--- src/rtl/rw_stage_commit.sv ---
// Register-writeback stage: selects the result, holds it until the register file takes it,
// and keeps a short history of committed writes for operand forwarding.
module rw_stage_commit #(
  parameter int unsigned XLEN      = 32,
  parameter int unsigned REG_AW    = 4,
  parameter int unsigned CTRL_W    = 22,
  parameter int unsigned LD_BIT    = 0,
  parameter int unsigned CALL_BIT  = 4,
  parameter int unsigned WB_BIT    = 5,
  parameter int unsigned RD_LSB    = 22,
  parameter int unsigned RA_IDX    = 15,
  parameter int unsigned FWD_DEPTH = 2,
  parameter int unsigned CNT_W     = 32
) (
  input  logic              clk,
  input  logic              rst,
  input  logic              flush,
  input  logic              in_valid,
  output logic              in_ready,
  input  logic [XLEN-1:0]   pc_in,
  input  logic [XLEN-1:0]   ld_result,
  input  logic [XLEN-1:0]   alu_result,
  input  logic [31:0]       inst_in,
  input  logic [CTRL_W-1:0] control_in,
  input  logic              rf_ready,
  output logic              reg_write_en,
  output logic [REG_AW-1:0] reg_write_address,
  output logic [XLEN-1:0]   reg_write_data,
  input  logic [REG_AW-1:0] fwd_query_addr,
  output logic              fwd_hit,
  output logic [XLEN-1:0]   fwd_data,
  output logic [CNT_W-1:0]  retired_count
);

  logic              pending_q, pending_d;
  logic              we_q, we_d;
  logic [REG_AW-1:0] addr_q, addr_d;
  logic [XLEN-1:0]   data_q, data_d;
  logic [CNT_W-1:0]  retired_q;

  logic              hist_v_q [FWD_DEPTH];
  logic [REG_AW-1:0] hist_a_q [FWD_DEPTH];
  logic [XLEN-1:0]   hist_d_q [FWD_DEPTH];

  logic is_ld, is_call, is_wb;
  logic commit, commit_eff, accept;
  logic [XLEN-1:0]   sel_data;
  logic [REG_AW-1:0] sel_addr;

  // Only part of the instruction and control buses matter here.
  logic unused_bits;
  assign unused_bits = ^{inst_in, control_in};

  assign is_ld   = control_in[LD_BIT];
  assign is_call = control_in[CALL_BIT];
  assign is_wb   = control_in[WB_BIT];

  assign sel_data = is_call ? (pc_in + XLEN'(4)) : (is_ld ? ld_result : alu_result);
  assign sel_addr = is_call ? REG_AW'(RA_IDX) : inst_in[RD_LSB +: REG_AW];

  // Non-writing entries retire without waiting on the register file.
  assign commit     = pending_q & (rf_ready | ~we_q);
  assign commit_eff = commit & ~flush;
  assign in_ready   = ~pending_q | commit;
  assign accept     = in_valid & in_ready & ~flush;

  always_comb begin
    pending_d = pending_q;
    we_d      = we_q;
    addr_d    = addr_q;
    data_d    = data_q;
    if (flush) begin
      pending_d = 1'b0;
    end else if (accept) begin
      pending_d = 1'b1;
      we_d      = is_wb | is_call;
      addr_d    = sel_addr;
      data_d    = sel_data;
    end else if (commit) begin
      pending_d = 1'b0;
    end
  end

  always_ff @(posedge clk or negedge rst) begin
    if (!rst) begin
      pending_q <= 1'b0;
      we_q      <= 1'b0;
      addr_q    <= '0;
      data_q    <= '0;
      retired_q <= '0;
    end else begin
      pending_q <= pending_d;
      we_q      <= we_d;
      addr_q    <= addr_d;
      data_q    <= data_d;
      if (commit_eff) retired_q <= retired_q + CNT_W'(1);
    end
  end

  // Slot 0 holds the youngest committed write.
  always_ff @(posedge clk or negedge rst) begin
    if (!rst) begin
      for (int unsigned i = 0; i < FWD_DEPTH; i++) begin
        hist_v_q[i] <= 1'b0;
        hist_a_q[i] <= '0;
        hist_d_q[i] <= '0;
      end
    end else if (flush) begin
      for (int unsigned i = 0; i < FWD_DEPTH; i++) hist_v_q[i] <= 1'b0;
    end else if (commit_eff && we_q) begin
      for (int unsigned i = FWD_DEPTH - 1; i >= 1; i--) begin
        hist_v_q[i] <= hist_v_q[i-1];
        hist_a_q[i] <= hist_a_q[i-1];
        hist_d_q[i] <= hist_d_q[i-1];
      end
      hist_v_q[0] <= 1'b1;
      hist_a_q[0] <= addr_q;
      hist_d_q[0] <= data_q;
    end
  end

  always_comb begin
    fwd_hit  = 1'b0;
    fwd_data = '0;
    if (pending_q && we_q && (addr_q == fwd_query_addr)) begin
      fwd_hit  = 1'b1;
      fwd_data = data_q;
    end else begin
      for (int unsigned i = 0; i < FWD_DEPTH; i++) begin
        if (!fwd_hit && hist_v_q[i] && (hist_a_q[i] == fwd_query_addr)) begin
          fwd_hit  = 1'b1;
          fwd_data = hist_d_q[i];
        end
      end
    end
  end

  assign reg_write_en      = pending_q & we_q;
  assign reg_write_address = addr_q;
  assign reg_write_data    = data_q;
  assign retired_count     = retired_q;

endmodule

--- config.mk ---
export PLATFORM = sky130hd
export DESIGN_NAME = rw_stage_commit
export DESIGN_NICKNAME = d
export VERILOG_FILES = /design/src/rtl/rw_stage_commit.sv
export SDC_FILE = /design/constraint.sdc
export NUM_CORES = 1
export LEC_CHECK = 0
export CAP_MARGIN = 10
export CELL_PAD_IN_SITES_DETAIL_PLACEMENT = 1
export CELL_PAD_IN_SITES_GLOBAL_PLACEMENT = 2
export CORE_MARGIN = 2
export CORE_UTILIZATION = 27
export CTS_BUF_LIST = sky130_fd_sc_hd__clkbuf_4 sky130_fd_sc_hd__clkbuf_8 sky130_fd_sc_hd__clkbuf_16
export CTS_CLUSTER_SIZE = 40
export DETAILED_ROUTE_END_ITERATION = 6
export GPL_TIMING_DRIVEN = 0
export PLACE_DENSITY_LB_ADDON = 0.1
export SLEW_MARGIN = 20
export SYNTH_ARGS = -nofsm -noshare
export SYNTH_HDL_FRONTEND = slang
export SYNTH_SLANG_ARGS = --single-unit
--- constraint.sdc ---
create_clock -name clk -period 2.3 [get_ports clk]
set_input_delay 0.23 -clock clk [delete_from_list [all_inputs] [get_ports clk]]
set_output_delay 0.23 -clock clk [all_outputs]
set_load 0.02 [all_outputs]
==> flow_summary.toml <==
[layout]
seq_area_sq_um = 3600
area_growth_pct = 48.9
final_cells = 1414
fin_area_sq_um = 11300
drive_gt1_share_pct = 20.8
fillers = 3090
multi_input_area_sq_um = 3900
n_antenna_cell = 0
final_common_cell = "clkdlybuf4s50_1"
final_cell_mix = "clkdlybuf4s50_1, dfrtp_1, nand2_1"
nets = 1184

[global_routing]
gr-total-overflow = 0
track_usage_pct = 19.1
grt_util_met3_pct = 4.58
busiest_layer = "met2"
grt_start_max_net_pins = 51
grt_pass1_wl_um = 42300
antenna_found_initial = 1
met1_usage_pct = 25.8
use_met2_pct = 30.9
grt_pass1_vias = 7071

[synth]
syn_nets = 935
synth_seq_cells = 144
yosysWarningCount = 0
synthDistinctLibCells = 45
yosys_most_used_dff = "dfrtp_1"
synth_edf_count = 0
synthArstFlopShare_pct = 100
yosysTopAreaCell = "dfrtp_1"
synth_cells = 774
syn_area_sq_um = 7560
avgSynthCellArea_sq_um = 9.77
synthTopCellsByArea = "dfrtp_1, mux2_2, nand2_1, nand3_1, xnor2_1"
synth_top_area_share_pct = 47.7
seq_area_frac_synth_pct = 47.7

[critical_path]
criticalPathCategory = "reg2out"
r2r_cells = 6
slowest_delay_ns = 0.39
worstReg2RegEnd = "reg_write_data[16]"
crit_arrival_ns = 2.25
crit_family = "simple AND/OR/NAND/NOR gates"
reg2reg_slack_ns = 0.25
cp-end-kind = "output port"
critPathLaunchType = "register"
crit_buf_inv = 2
path_max_fanout = 10
cp.required_ns = 2.07
r2r-start = "we_q"
cp_cell_sequence = "nor2b_2, a2111oi_4, and3_4, buf_8, nand2_1, a31oi_2, buf_4"
critPathSlowestCell = "dfrtp_1"

[clock_network]
cts_tree = "built"
htreeDepth = 4
cts_buffers = 17
clk_pin_slew_worst_paths_ns = 0.08
clockBufferDepth = 2
clock_sinks = 144
cts-root-buf = "clkbuf_16"
clk-insertion-delay-late_ns = 0.44

[status]
violations = "negative setup slack"
status = "complete, but fails checks"

[sta]
slew-limit-headroom_pct = 41.4
setup_viol = 33
post-route-min-period_ns = 2.48
fin_crit_sh_pct = 108
finalHoldViolCount = 0
max_freq_mhz = 403
tightest_slew_ns = 0.880
drv_slew = 0
rsz0062_at_grt = "yes"
clock_skew_ns = 0.0146
setup_ws_ns = -0.180

[die]
placementRows = 61
dieArea_sq_um = 29400
die_y_um = 171
start_util_pct = 27.3
coreArea_sq_um = 27700
die_w_um = 171
boundaryPins = 262

[pwr]
combPwrFrac_pct = 21.7
p_per_area_nw_per_um2 = 732
p_clk_share_pct = 34.5
switchingPower_mw = 2.58
peakVddDrop_mv = 0.333
swShare_pct = 31.3
p_int_mw = 5.67
seq_power_share_pct = 43.8
p_leak_nw = 4.80

[placed_design]
dp_hpwl_um = 20500
dpl_cell_area_sq_um = 10200
port_buffers = 212
post-place-cells = 1366
gp_congestion = 0.754

[routing]
drtIter0Drc = 294
wirelength_um = 27500
drc = 0
vias = 6783
ant_nets = 0
firstDrtPassIters = 4
vias_per_cell = 4.80
wl_per_cell_um = 19.4

[flow_run]
maxCapViolations = 0

[worst_hold_path]
hold_path.class = "in2async"
[synth_stat cells (all sizes together) (28+ instances only)]
library cell and instances:
mux2 74, nand2 84, nand3 57, nor2 61
xnor2 31, dfrtp 144, a21oi 28, o21ai 43
xor2 30, a31oi 33, clkbuf 34, nor3 34
[per-stage QoR]
stage | setup slack, ns | TNS (ns) | utilization (%) | hold slack, ns | power (mW)
4_1_cts | -0.257 | -6.67 | 40.2 | 0.292 | 8.33
3_5_place_dp | -1.43 | -58.18 | 36.9 | 0.169 | 5.37
5_1_grt | -0.285 | -7.46 | 40.6 | 0.309 | 8.69
6_report | -0.180 | -4.03 | 40.6 | 0.276 | 8.24
2_1_floorplan | 0.144 | 0 | - | -0.0656 | 4.44
3_3_place_gp | -5.49 | -845.37 | 36.7 | 0.457 | 5.31
[what timing repair did]
item	in CTS	in global routing
hold buffers	1	0
cloned	2	0
pin swaps	15	7
setup endpoints to repair	58	50
resized for setup	276	24
setup buffers	9	5
endpoints found under the hold margin	48	0
[power by group through the flow]
| stage | Combinational (mW) | Clock (mW) | Sequential [mW] |
|---|---|---|---|
| floorplan | 0.789 | 0 | 3.65 |
| detailed placement | 1.72 | 0 | 3.65 |
| global route | 1.95 | 3.02 | 3.71 |
| global placement | 1.68 | 0 | 3.64 |
| CTS | 1.80 | 2.92 | 3.61 |
| finish | 1.79 | 2.84 | 3.61 |
[worst max path at each step]
| stage | cells past startpoint | start | end |
|---|---|---|---|
| CTS | 7 | hist_a_q[2] | fwd_data[19] |
| finish | 7 | hist_a_q[5] | fwd_data[22] |
| detailed placement | 8 | fwd_query_addr[2] | fwd_data[19] |
| global placement | 1 | rst | reg_write_data[16] |
| global route | 6 | hist_a_q[4] | fwd_data[26] |
| floorplan | 7 | hist_a_q[5] | fwd_data[22] |
[state kept, by name (all words and copies together) (netlist names)]
| signal | flops |
|---|---|
| hist_a_q | 8 |
| hist_v_q | 2 |
| hist_d_q | 64 |
| pending_q | 1 |
| retired_count | 32 |
| reg_write_address | 4 |
| we_q | 1 |
| reg_write_data | 32 |
[cell families after synthesis]
group	share of synthesized area [%]
and+or+nand+nor	18.3
DFF	47.7
AOI/OAI and AO/OA	8.85
muxes	14.5
buffers and inverters	3.29
xor gates and xnor gates	7.07
adders and majority gates	0.331
[routing by layer]
metal | part of all wire (%) | vias to the layer above
li1 | - | 3226
met4 | 1.4 | 2
met3 | 5.0 | 25
met5 | 0.047 | -
met2 | 47 | 146
met1 | 46 | 3384
[area by class of cell]
type                       instances  area share (%)
inverter                          16           0.533
tap                              378            4.20
clock buffer                      17            3.78
clock inverter                    15            1.48
multi-input combinational        567            34.6
sequential                       144            32.0
timing repair buffer             231            20.0
buffer                            46            3.36
(Power assumes the default switching activity.)
